===== config.mk =====
export PLATFORM = sky130hd
export DESIGN_NAME = aes_round_sequencer
export DESIGN_NICKNAME = d
export VERILOG_FILES = /design/src/rtl/aes_round_sequencer.sv
export SDC_FILE = /design/constraint.sdc
export NUM_CORES = 1
export LEC_CHECK = 0
export ABC_AREA = 1
export CAP_MARGIN = 20
export CORE_AREA = 2 2 357 359
export DETAILED_ROUTE_END_ITERATION = 8
export DIE_AREA = 0 0 359 361
export GPL_TIMING_DRIVEN = 0
export MAX_ROUTING_LAYER = met4
export PLACE_DENSITY = 0.38
export REMOVE_ABC_BUFFERS = 1
export SYNTH_ARGS = -nofsm -noshare
export SYNTH_HDL_FRONTEND = slang
export SYNTH_SLANG_ARGS = --single-unit

===== constraint.sdc =====
create_clock -name clk -period 2.4 [get_ports clk]
set_input_delay 0.24 -clock clk [delete_from_list [all_inputs] [get_ports clk]]
set_output_delay 0.24 -clock clk [all_outputs]
set_load 0.005 [all_outputs]

===== src/rtl/aes_round_sequencer.sv =====
// Iterative AES-128 round sequencer: owns the state, round-key and Rcon registers
// and steps an external combinational round datapath once per clock.
module aes_round_sequencer #(
   parameter int NR = 10,
   parameter int RW = 4
) (
   input  logic          clk,
   input  logic          rst_n,
   input  logic          in_valid,
   output logic          in_ready,
   input  logic [127:0]  in_text,
   input  logic [127:0]  in_key,
   output logic          out_valid,
   input  logic          out_ready,
   output logic [127:0]  out_text,
   input  logic          abort,
   output logic [127:0]  dp_state,
   output logic [127:0]  dp_key,
   output logic [7:0]    dp_rcon,
   output logic          dp_final,
   input  logic [127:0]  dp_state_next,
   input  logic [127:0]  dp_key_next,
   output logic [RW-1:0] round_idx,
   output logic          busy
);

   // state | meaning
   // IDLE  | no block held, ready to accept
   // RUN   | one round per edge, round_q = round being computed
   // DONE  | ciphertext presented on out_text until out_ready

   typedef enum logic [1:0] {
      IDLE = 2'd0,
      RUN  = 2'd1,
      DONE = 2'd2
   } fsm_t;

   localparam logic [RW-1:0] NR_C = RW'(NR);

   fsm_t          fsm_q;
   fsm_t          fsm_d;
   logic [127:0]  state_q;
   logic [127:0]  key_q;
   logic [7:0]    rcon_q;
   logic [RW-1:0] round_q;
   logic          accept;
   logic          last_round;

   function automatic logic [7:0] xtime(input logic [7:0] v);
      return {v[6:0], 1'b0} ^ (v[7] ? 8'h1b : 8'h00);
   endfunction

   assign last_round = (round_q == NR_C);

   // abort masks in_ready so a block offered alongside abort is never taken
   assign in_ready = ~abort & ((fsm_q == IDLE) | ((fsm_q == DONE) & out_ready));
   assign accept   = in_valid & in_ready;

   always_ff @(posedge clk or negedge rst_n) begin
      if (!rst_n) begin
         fsm_q <= IDLE;
      end else begin
         fsm_q <= fsm_d;
      end
   end

   always_comb begin
      fsm_d = fsm_q;
      if (abort) begin
         fsm_d = IDLE;
      end else begin
         case (fsm_q)
            IDLE: begin
               if (accept) fsm_d = RUN;
            end
            RUN: begin
               if (last_round) fsm_d = DONE;
            end
            DONE: begin
               if (accept) begin
                  fsm_d = RUN;
               end else if (out_ready) begin
                  fsm_d = IDLE;
               end
            end
            default: fsm_d = IDLE;
         endcase
      end
   end

   always_comb begin
      out_valid = 1'b0;
      busy      = 1'b0;
      dp_final  = 1'b0;
      case (fsm_q)
         RUN: begin
            busy     = 1'b1;
            dp_final = last_round;
         end
         DONE: out_valid = 1'b1;
         default: ;
      endcase
   end

   // Accept only happens in IDLE/DONE, so it never competes with a RUN update.
   always_ff @(posedge clk or negedge rst_n) begin
      if (!rst_n) begin
         state_q <= '0;
         key_q   <= '0;
         rcon_q  <= 8'h01;
         round_q <= '0;
      end else if (abort) begin
         rcon_q  <= 8'h01;
         round_q <= '0;
      end else if (accept) begin
         state_q <= in_text ^ in_key;
         key_q   <= in_key;
         rcon_q  <= 8'h01;
         round_q <= RW'(1);
      end else if (fsm_q == RUN) begin
         state_q <= dp_state_next;
         key_q   <= dp_key_next;
         rcon_q  <= xtime(rcon_q);
         round_q <= last_round ? '0 : round_q + RW'(1);
      end
   end

   assign out_text  = state_q;
   assign dp_state  = state_q;
   assign dp_key    = key_q;
   assign dp_rcon   = rcon_q;
   assign round_idx = round_q;

endmodule


Word level (Yosys, flattened, before mapping)
Cells that the tools add are included.

Input port bits: 517. Bits in registers: 270.

Bitwise operators: 7. Add/subtract/negate cells: 1. Eq/ne operators: 6. Reductions and logical operators: 5. Multiplexer cells: 21.

Operators by type and width (count): 2-to-1 mux 128 bit (4); bitwise XOR 128 bit (1); 2-to-1 mux 8 bit (3); 2-to-1 mux 4 bit (4); 2-to-1 mux 2 bit (5); bitwise XOR 8 x 5 -> 8 bit (1); != test 3 bit, second input constant (2); one-hot mux 2 bit (3 select lines) (1); 2-to-1 mux 5 bit (1); adder 4 x 1 -> 4 bit, second input constant (1); == test 4 bit, second input constant (1); != test 4 bit, second input constant (1); bitwise AND 1 bit (3); 2-to-1 mux 1 bit (3); AND reduction 3 bit (1); nonzero test 3 bit (1); == test 2 x 1 -> 1 bit, second input constant (1); == test 2 bit, second input constant (1); logical NOT 2 bit (1); AND reduction 2 bit (1); nonzero test 2 bit (1); inverter 1 bit (1); OR 1 bit (1).

Logic depth before layout (Yosys ltp)
Depth after elaboration: 8. Depth in mapped cells: 9.

Least setup slack after synthesis
Ideal clock, no wire load.

Path kind: register to register. Start point: reg fsm_q[0]. End point: reg state_q[81] (netlist: dp_state[81]). Required time: 2276 ps. Stages on the path, launching flop included: 8. Library setup time: 124 ps. Data arrival time: 1228 ps. Clock period less this slack: 1352 ps. Setup slack: 1048 ps. Cell sequence: dfrtp_1 > nor2_2 > nand3_1 > buf_4 > buf_2 > buf_2 > nand3_1 > nand3_1.

Cells in the longest elaborated chain, start to end: 7. Elaborated cells between the ends (all ways): 10. Those cells by class: 2 x eq/ne; 1 x mux; 4 x bitwise; 3 x reduce/logical.

RTL lines: start: declaration (line 40) `fsm_t fsm_q;`; start signal: assignment (line 63) `fsm_q <= fsm_d;`; == test 2 bit (line 56) `assign in_ready = ~abort & ((fsm_q == IDLE) | ((fsm_q == DONE) & out_ready));`; bitwise AND 1 bit (line 56); OR 1 bit (line 56); bitwise AND 1 bit (line 56); bitwise AND 1 bit (line 57) `assign accept = in_valid & in_ready;`; nonzero test 2 bit (no line); AND reduction 2 bit (no line); end signal: assignment (line 116) `state_q <= in_text ^ in_key;`; end signal: assignment (line 121) `state_q <= dp_state_next;`; end: declaration (line 42) `logic [127:0] state_q;`.

Parallel ways exist; a longest one is shown, timed or not. A chain may end at the register's enable or synchronous reset.

Worst setup path after layout
Start point: reg fsm_q[0]. End point: out in_ready.

Cells in the longest elaborated chain, start to end: 4. Elaborated cells between the ends (all ways): 5. Those cells by class: 1 x eq/ne; 3 x bitwise; 1 x reduce/logical.

RTL lines: == test 2 bit (line 56); bitwise AND 1 bit (line 56); OR 1 bit (*) (line 56); bitwise AND 1 bit (*) (line 56); end: declaration (line 10) `output logic in_ready,`.

Mark *: on every way between the ends. The rest lies on a longest branch, timed or not.

==> qor.yml <==
outcome:
  outcome: "completed"
timing:
  post-route-period-util: 0.942
  finalHoldViolations: 0
  maxSlewViolCount: 0
  fmax_mhz: 442
  clock_skew_ps: 20.3
  rsz0062_at_grt: "no"
  worst_pin_slew_ps: 1010
  slew_headroom: 0.322
  setup_viol: 0
  min_period_ps: 2260
power:
  power.density_nw_per_um2: 833
  power.total_mw: 21.6
  power_leakage_nw: 10.6
  ir_worst_vdd_mv: 0.381
placed_design:
  gp_congestion: 0.829
  port_buffers: 916
  place_area_um2: 24400
  dp_hpwl_um: 64800
floorplanning:
  die_w_um: 359
  fp.coreArea_um2: 125000
  initial_core_util: 0.115
  die_h_um: 361
  ios: 917
  die_area_um2: 130000
  rows: 130
detailed_routing:
  drt-vias-per-instance: 3.63
  firstDrtPassIters: 5
  drtAntennaViolNets: 0
  drtIter0Drc: 898
  routed_wl_um: 87500
  post-route-drc-count: 0
  num_vias: 15100
  avgRoutedWirePerCell_um: 21.0
logic_synthesis:
  avgSynthCellArea_um2: 8.29
  synth_seq_cells: 270
  syn_area_um2: 14400
  yosysUniqueCellTypes: 24
  synth_cells: 1738
  synth_warnings: 0
  seq_area_frac_synth: 0.469
critical_path:
  endpoint_kind: "output pin"
  r2r_cells: 7
  required_ps: 2160
  cp-start-kind: "flip-flop"
  worstSetupPathType: "flip-flop to output pin"
  cp_max_fo: 5
  r2r-end: "round_idx[0]"
  reg2reg_slack_ps: 150
  worstPathArrival_ps: 2020
  reg2reg_from: "fsm_q[1]"
clock_network:
  root_buffer: "clkbuf_16"
  cts.sinks: 270
  clk_pin_slew_worst_paths_ps: 50
  cts_max_level: 2
  cts.path.max_buffers: 3
  insertion_delay_ps: 580
  cts_tree: "built"
  numCtsBuffers: 39
global_routing:
  grt_pass1_vias: 15800
  grt_pass1_wl_um: 122000
  grt_max_degree: 97
  antenna_found_initial: 12
  grt_usage: 0.134
  gr-total-overflow: 0
final_layout:
  nets: 2998
  design_area_um2: 25900
  seqCellArea_um2: 6760
  drive_above_1_share: 0.0367
  fillers: 14000
  syn_to_final_growth_pct: 79.9
  multi_input_area_um2: 5970
min_path:
  hp-class: "input pin to asynchronous set/reset pin"
job:
  drv_cap: 0
==> area by class of cell <==
cell class | instances | share of cell area
clock buffers | 62 | 0.0445
repair buffers | 943 | 0.376
repair inverters | 1 | 0.000434
flip-flops and latches | 270 | 0.261
multi-input cells | 1213 | 0.230
inverters | 11 | 0.00309
well taps | 1650 | 0.0796
clock inverters | 6 | 0.00473
diodes | 7 | 0.000676
==> flip-flops by register name (all words and copies together) (netlist names) <==
| name | count |
|---|---|
| dp_key | 128 |
| dp_rcon | 8 |
| dp_state | 128 |
| fsm_q | 2 |
| round_idx | 4 |
==> worst max-delay path: stages, from the launching register on <==
cell and delay [ps]:
dfrtp_1 440, nor2_4 220, nand2_1 160, inv_1 80, clkdlybuf4s50_1 550
==> per-layer routing <==
metal | wire length, um | global-route usage | up-vias | share of wire
met5 | 0 | - | - | 0
met4 | 1880 | 0.0323 | 0 | 0.021
met3 | 6790 | 0.0443 | 86 | 0.078
met2 | 43100 | 0.222 | 574 | 0.49
met1 | 35800 | 0.155 | 7346 | 0.41
li1 | - | - | 7099 | -
==> Yosys cell counts <==
master | number | area, um2
clkinv_2 | 1 | 5.00
inv_1 | 8 | 30.0
xnor2_1 | 3 | 26.3
nand2_2 | 1 | 6.26
buf_6 | 23 | 259
a21oi_1 | 2 | 10.0
o211ai_1 | 1 | 7.51
nor2_1 | 7 | 26.3
nand4_1 | 12 | 75.1
o21ai_1 | 2 | 10.0
ha_1 | 2 | 25.0
buf_4 | 135 | 1010
nand2_1 | 531 | 1990
o21ai_0 | 3 | 15.0
clkbuf_1 | 15 | 56.3
dfrtp_1 | 269 | 6730
xor2_1 | 129 | 1130
nand3_1 | 515 | 2580
dfstp_2 | 1 | 26.3
buf_1 | 6 | 22.5
nand3b_1 | 1 | 7.51
inv_2 | 2 | 7.51
buf_2 | 67 | 335
nor2_2 | 2 | 12.5
==> kinds of logic (layout without fill, tap and decap cells) <==
kind of cell             after synthesis  after routing  synth area share
buffers and inverters                257           1023             0.120
AND/OR/NAND/NOR                     1069           1071             0.326
XOR/XNOR                             132            132            0.0802
flip-flops                           270            270             0.469
adder cells (fa/ha/maj)                2              2           0.00174
AO/OA/AOI/OAI                          8              8           0.00295
other                                  0              7                 0
==> cell usage in the layout, fill, tap and decap left out, drive strengths merged <==
| cell | count |
|---|---|
| xor2 | 129 |
| clkinvlp | 1 |
| clkdlybuf4s50 | 914 |
| o21ai | 5 |
| clkbuf | 62 |
| dfstp | 1 |
| nand3 | 516 |
| dfrtp | 269 |
| bufinv | 3 |
| diode | 7 |
| bufbuf | 2 |
| nor2 | 10 |
| nand3b | 1 |
| nand2 | 532 |
| dlygate4sd2 | 1 |
| buf | 25 |
| o211ai | 1 |
| xnor2 | 3 |
| ha | 2 |
| a21oi | 2 |
| clkinv | 2 |
| nand4 | 12 |
| inv | 12 |
| dlygate4sd3 | 1 |
==> what timing repair did <==
item / CTS / global route
endpoints found under the setup margin: 253 / 108
gates cloned: 4 / 1
hold endpoints to repair: 108 / 0
resized for setup: 3 / 4
buffers inserted: 5 / 0
pin swaps: 2 / 1
hold buffers: 1 / 0
==> worst max path at each step <==
stage	startpoint	end	slack (ps)	depth (start not counted)
after detailed placement	abort	dp_state[15]	-1460	8
after floorplan	fsm_q[1]	dp_key[0]	-8000	6
final	fsm_q[0]	in_ready	140	4
after global placement	abort	dp_key[90]	-25780	5
after global routing	fsm_q[1]	round_idx[0]	0.5	7
after CTS	fsm_q[0]	out_valid	-10	2
==> per-stage QoR <==
| stage | std cells | worst slack [ps] | hold WS [ps] | TNS, ps | utilization |
|---|---|---|---|---|---|
| final | 4163 | 138 | 146 | 0 | 0.207 |
| after global routing | 4163 | 0.494 | 140 | 0 | 0.207 |
| after CTS | 4155 | -9.83 | 106 | -9.83 | 0.206 |
| after detailed placement | 4077 | -1460 | 173 | -224960 | 0.195 |
| after global placement | 4058 | -25780 | 496 | - | 0.191 |
| after floorplan | 1492 | -8000 | -55.6 | -2122490 | - |
==> power by group <==
group	leakage [nW]	switching, mW	internal (mW)	total, mW
sequential	3.33	1.23	5.88	7.11
combinational	6.66	3.41	5.03	8.44
clock	0.615	2.42	3.61	6.03
total	10.6	7.06	14.5	21.6
Note: power is estimated with default switching activity, not from simulation.
==> patch 1: new RTL, same flow settings <==
Set the parameter `RW` to 2 (it was 4).
--- a/src/rtl/aes_round_sequencer.sv
+++ b/src/rtl/aes_round_sequencer.sv
@@ -3,5 +3,5 @@
 module aes_round_sequencer #(
    parameter int NR = 10,
-   parameter int RW = 4
+   parameter int RW = 2
 ) (
    input  logic          clk,
Interface: changed (resized round_idx); port bits go from 917 to 915. No check against the original RTL was run, so the function may have changed too.
==> patch 1 against the unedited design <==
Total power is 6.1% higher. Area after synthesis rose by 11%. Design area up 8.3%. Setup slack worse by 0.045 ns. Synthesized cell count is 31% higher. Fmax fell by 2.0%. Sequential cell count shrank 2. Routed wire length rose by 21%. First-iteration DRC count up 26%.
==> patch 1: results (changes against the unedited design) <==
worst_setup_path:
  slowest_delay_ns: 0.42  # was 0.55 ns
  critPathMaxFanout: 50  # was 5
  r2r_slack_ns: 0.09  # was 0.15 ns
  rr_worst_depth: 9  # was 7
  cpMaxStageDelayCell: "dfrtp_2"  # was clkdlybuf4s50_1
detailed_routing:
  vias: 18268  # was 15105
  totalWireLength_mm: 106  # was 87.5 mm
  met1_length_mm: 44.9  # was 35.8 mm
  drtIter0Drc: 1132  # was 898
  met2WireLength_mm: 49.6  # was 43.1 mm
  avgRoutedWirePerCell_microns: 22.5  # was 21.0 microns
  wl_met3_mm: 8.46  # was 6.79 mm
grt:
  use_met1_pct: 19.4  # was 15.5%
  grt.total_usage_pct: 16.1  # was 13.4%
  gr-usage-met3_pct: 5.15  # was 4.43%
  use_met2_pct: 25.6  # was 22.2%
  grt_pass1_wl_mm: 146  # was 122 mm
  grt_start_max_net_pins: 109  # was 97
sta:
  worst_clock_skew_ns: 0.0153  # was 0.0203 ns
  hold_slack_ns: 0.0967  # was 0.146 ns
power:
  irDropWorstVdd_mv: 0.299  # was 0.381 mV
  leakage_uw: 0.0128  # was 0.0106 uW
  power.net_switching_uw: 7960  # was 7060 uW
clock_network:
  post_cts_buffers: 15  # was 5
  numCtsBuffers: 40  # was 39
place:
  post_dp_cell_area_sq_um: 26300  # was 24400 sq um
  place_congestion: 0.795  # was 0.829
  port_buffers: 914  # was 916
  dp.cells: 4584  # was 4077
  dp_hpwl_mm: 73.9  # was 64.8 mm
layout:
  inv_count: 265  # was 12
  num_antenna_cells: 10  # was 7
  fillers: 13981  # was 14013
  buf_share_pct: 36.2  # was 37.6%
  nNonClkBuffers: 963  # was 943
  drive_gt1_share_pct: 4.42  # was 3.67%
  nets: 3524  # was 2998
  multi_input_area_share_pct: 24.1  # was 23.0%
  clock_area_share_pct: 4.75  # was 4.92%
synth:
  synth_fa_ha_area_share_pct: 0  # was 0.174%
  synth_top_cells_by_area: "dfrtp_1 42%, nand3_1 20%, nand2_1 16%, buf_4 6.4%, inv_1 6.1%"  # was dfrtp_1 47%, nand3_1 18%, nand2_1 14%, xor2_1 7.8%, buf_4 7.0%
  yosysUniqueCellTypes: 21  # was 24
  synth_compound_area_share_pct: 0.0936  # was 0.295%
  yosysSeqAreaShare_pct: 41.8  # was 46.9%
  synthTopCellsByCount: "668 x nand2_1, 653 x nand3_1, 267 x dfrtp_1"  # was 531 x nand2_1, 515 x nand3_1, 269 x dfrtp_1
status:
  status: "finished clean"  # unchanged
==> patch 1: final timing paths <==
check | from | endpoint
max in group asynchronous | rst_n | dp_state[51]$_DFFE_PN0P_
min reg2reg | dp_key[54]$_DFFE_PN0P_ | dp_key[54]$_DFFE_PN0P_
max reg2reg | fsm_q[1]$_DFFE_PN0P_ | dp_key[80]$_DFFE_PN0P_
max | fsm_q[1]$_DFFE_PN0P_ | dp_key[80]$_DFFE_PN0P_
min | rst_n | dp_state[0]$_DFFE_PN0P_
min in group clk | in_valid | dp_state[26]$_DFFE_PN0P_
==> patch 1: logic make-up after synthesis <==
| group | after synthesis |
|---|---|
| AOI/OAI and AO/OA | 3 |
| xor gates and xnor gates | 3 |
| buffers and inverters | 549 |
| DFF | 268 |
| and+or+nand+nor | 1458 |
==> patch 1: stage by stage <==
step	util (%)	setup WS, ns
2_1_floorplan	-	-6.92
4_1_cts	22.3	-0.0119
3_5_place_dp	20.9	-1.49
3_3_place_gp	20.4	-21.16
6_report	22.4	0.0927
5_1_grt	22.4	-0.00479
==> patch 2: new RTL, same settings <==
Made on the original files. Register the inputs `in_key` and `dp_key_next` before use, without a reset. The logic sees them one clock later. The other inputs are not delayed to match.
--- a/src/rtl/aes_round_sequencer.sv
+++ b/src/rtl/aes_round_sequencer.sv
@@ -37,4 +37,12 @@
 
    localparam logic [RW-1:0] NR_C = RW'(NR);
+
+   logic [127:0] in_key_q;
+   logic [127:0] dp_key_next_q;
+
+   always_ff @(posedge clk) begin
+      in_key_q      <= in_key;
+      dp_key_next_q <= dp_key_next;
+   end
 
    fsm_t          fsm_q;
@@ -114,11 +122,11 @@
          round_q <= '0;
       end else if (accept) begin
-         state_q <= in_text ^ in_key;
-         key_q   <= in_key;
+         state_q <= in_text ^ in_key_q;
+         key_q   <= in_key_q;
          rcon_q  <= 8'h01;
          round_q <= RW'(1);
       end else if (fsm_q == RUN) begin
          state_q <= dp_state_next;
-         key_q   <= dp_key_next;
+         key_q   <= dp_key_next_q;
          rcon_q  <= xtime(rcon_q);
          round_q <= last_round ? '0 : round_q + RW'(1);
Check against the original RTL: not equivalent (Yosys sat finds a counterexample within 4 cycles, from zero or initial values and one cycle with rst_n low).
==> patch 2 against the unedited design <==
Final cell count increased by 9.5%. Core utilization increased by 5.5 points. Global-route usage increased by 1.2 points. Sequential power increased by 65%. Setup slack got worse by 0.0048 ns. Sequential share of layout area increased by 10 points. Design area increased by 27%. Routed wire length increased by 8.4%. Total power increased by 41%. Sequential cell count increased by 256. Count of clock-buffer cells in the layout increased by 46. Synthesized cell count increased by 15%. Area after synthesis increased by 36%.
==> patch 2: results (changes against the unedited design) <==
clock_network:
  numCtsBuffers: 68  # was 39
  htreeDepth: 3  # was 2
  clock_latency_ns: 0.63  # was 0.58 ns
detailed_routing:
  routed_via_density: 3.75  # was 3.63
  avgRoutedWirePerCell_microns: 20.8  # was 21.0 microns
place:
  dp.cells: 4335  # was 4077
  place_congestion: 0.786  # was 0.829
  pre_cts_slack_ns: -1.63  # was -1.46 ns
layout:
  seq_share_pct: 36.2  # was 26.1%
  num_antenna_cells: 18  # was 7
  final_util_pct: 26.2  # was 20.7%
  fillers: 13478  # was 14013
synth:
  synth_top_cells_by_area: "dfrtp_1 34%, dfxtp_1 26%, nand3_1 13%, nand2_1 10%, xor2_1 5.8%"  # was dfrtp_1 47%, nand3_1 18%, nand2_1 14%, xor2_1 7.8%, buf_4 7.0%
  yosysUniqueCellTypes: 26  # was 24
  yosysSeqAreaShare_pct: 60.7  # was 46.9%
  async_reset_ff_share_pct: 51.3  # was 100%
  synthTopCellsByCount: "531 x nand2_1, 515 x nand3_1, 269 x dfrtp_1"  # unchanged
grt:
  gr-usage-met3_pct: 4.78  # was 4.43%
  grt_pass1_wl_mm: 132  # was 122 mm
  antenna_found_initial: 19  # was 12
power:
  irDropWorstVdd_mv: 0.523  # was 0.381 mV
worst_setup_path:
  critPathMaxFanout: 15  # was 5
  rr_endpoint: "dp_key[25]$_DFFE_PN0P_"  # was round_idx[0]$_DFFE_PN0P_
status:
  status: "finished clean"  # unchanged
sta:
  hold_slack_ns: 0.0693  # was 0.146 ns
-- patch 2: changes by cell type after synthesis, sizes merged --
cell / delta
dfxtp: +256
clkbuf: +1
buf: -1
-- patch 2: how the worst max path moves through the flow --
stage | slack (ns) | to | depth (start not counted) | from
2_1_floorplan | -8.00 | dp_key[0]$_DFFE_PN0P_ | 6 | fsm_q[1]$_DFFE_PN0P_
3_3_place_gp | -28.08 | dp_key[19]$_DFFE_PN0P_ | 5 | abort
3_5_place_dp | -1.63 | dp_state[36]$_DFFE_PN0P_ | 9 | abort
4_1_cts | 0.02 | dp_key[69]$_DFFE_PN0P_ | 8 | fsm_q[1]$_DFFE_PN0P_
5_1_grt | -0.007 | busy | 4 | fsm_q[1]$_DFFE_PN0P_
6_report | 0.13 | busy | 4 | fsm_q[1]$_DFFE_PN0P_
-- patch 2: critical path, cell delays in order, from the launching register on --
cell and delay (ns):
dfrtp_1 0.39, inv_2 0.08, nand2_2 0.21, inv_1 0.18, clkdlybuf4s50_1 0.57
-- patch 2: kinds of logic after synthesis --
family                     count (synthesis)
and+or+nand+nor                         1069
DFF                                      526
buffers and inverters                    257
xor gates and xnor gates                 132
AOI/OAI and AO/OA                          8
adders and majority gates                  2
-- patch 2: what timing repair did --
action | 4_1_cts | 5_1_grt
resized for setup | 7 | 1
endpoints found under the hold margin | 177 | 0
buffers inserted | 2 | 0
hold buffers | 77 | 0
endpoints found under the setup margin | 262 | 50
gates cloned | 3 | 1
pin swaps | 2 | 0
-- patch 2: power by group through the flow --
stage,Clock [uW],Combinational (uW),Sequential (uW)
after floorplan,0,1970,11700
after global routing,11200,9140,11900
after detailed placement,0,8470,11900
final,10400,8440,11700
after CTS,10800,8680,11800
after global placement,0,8750,11900
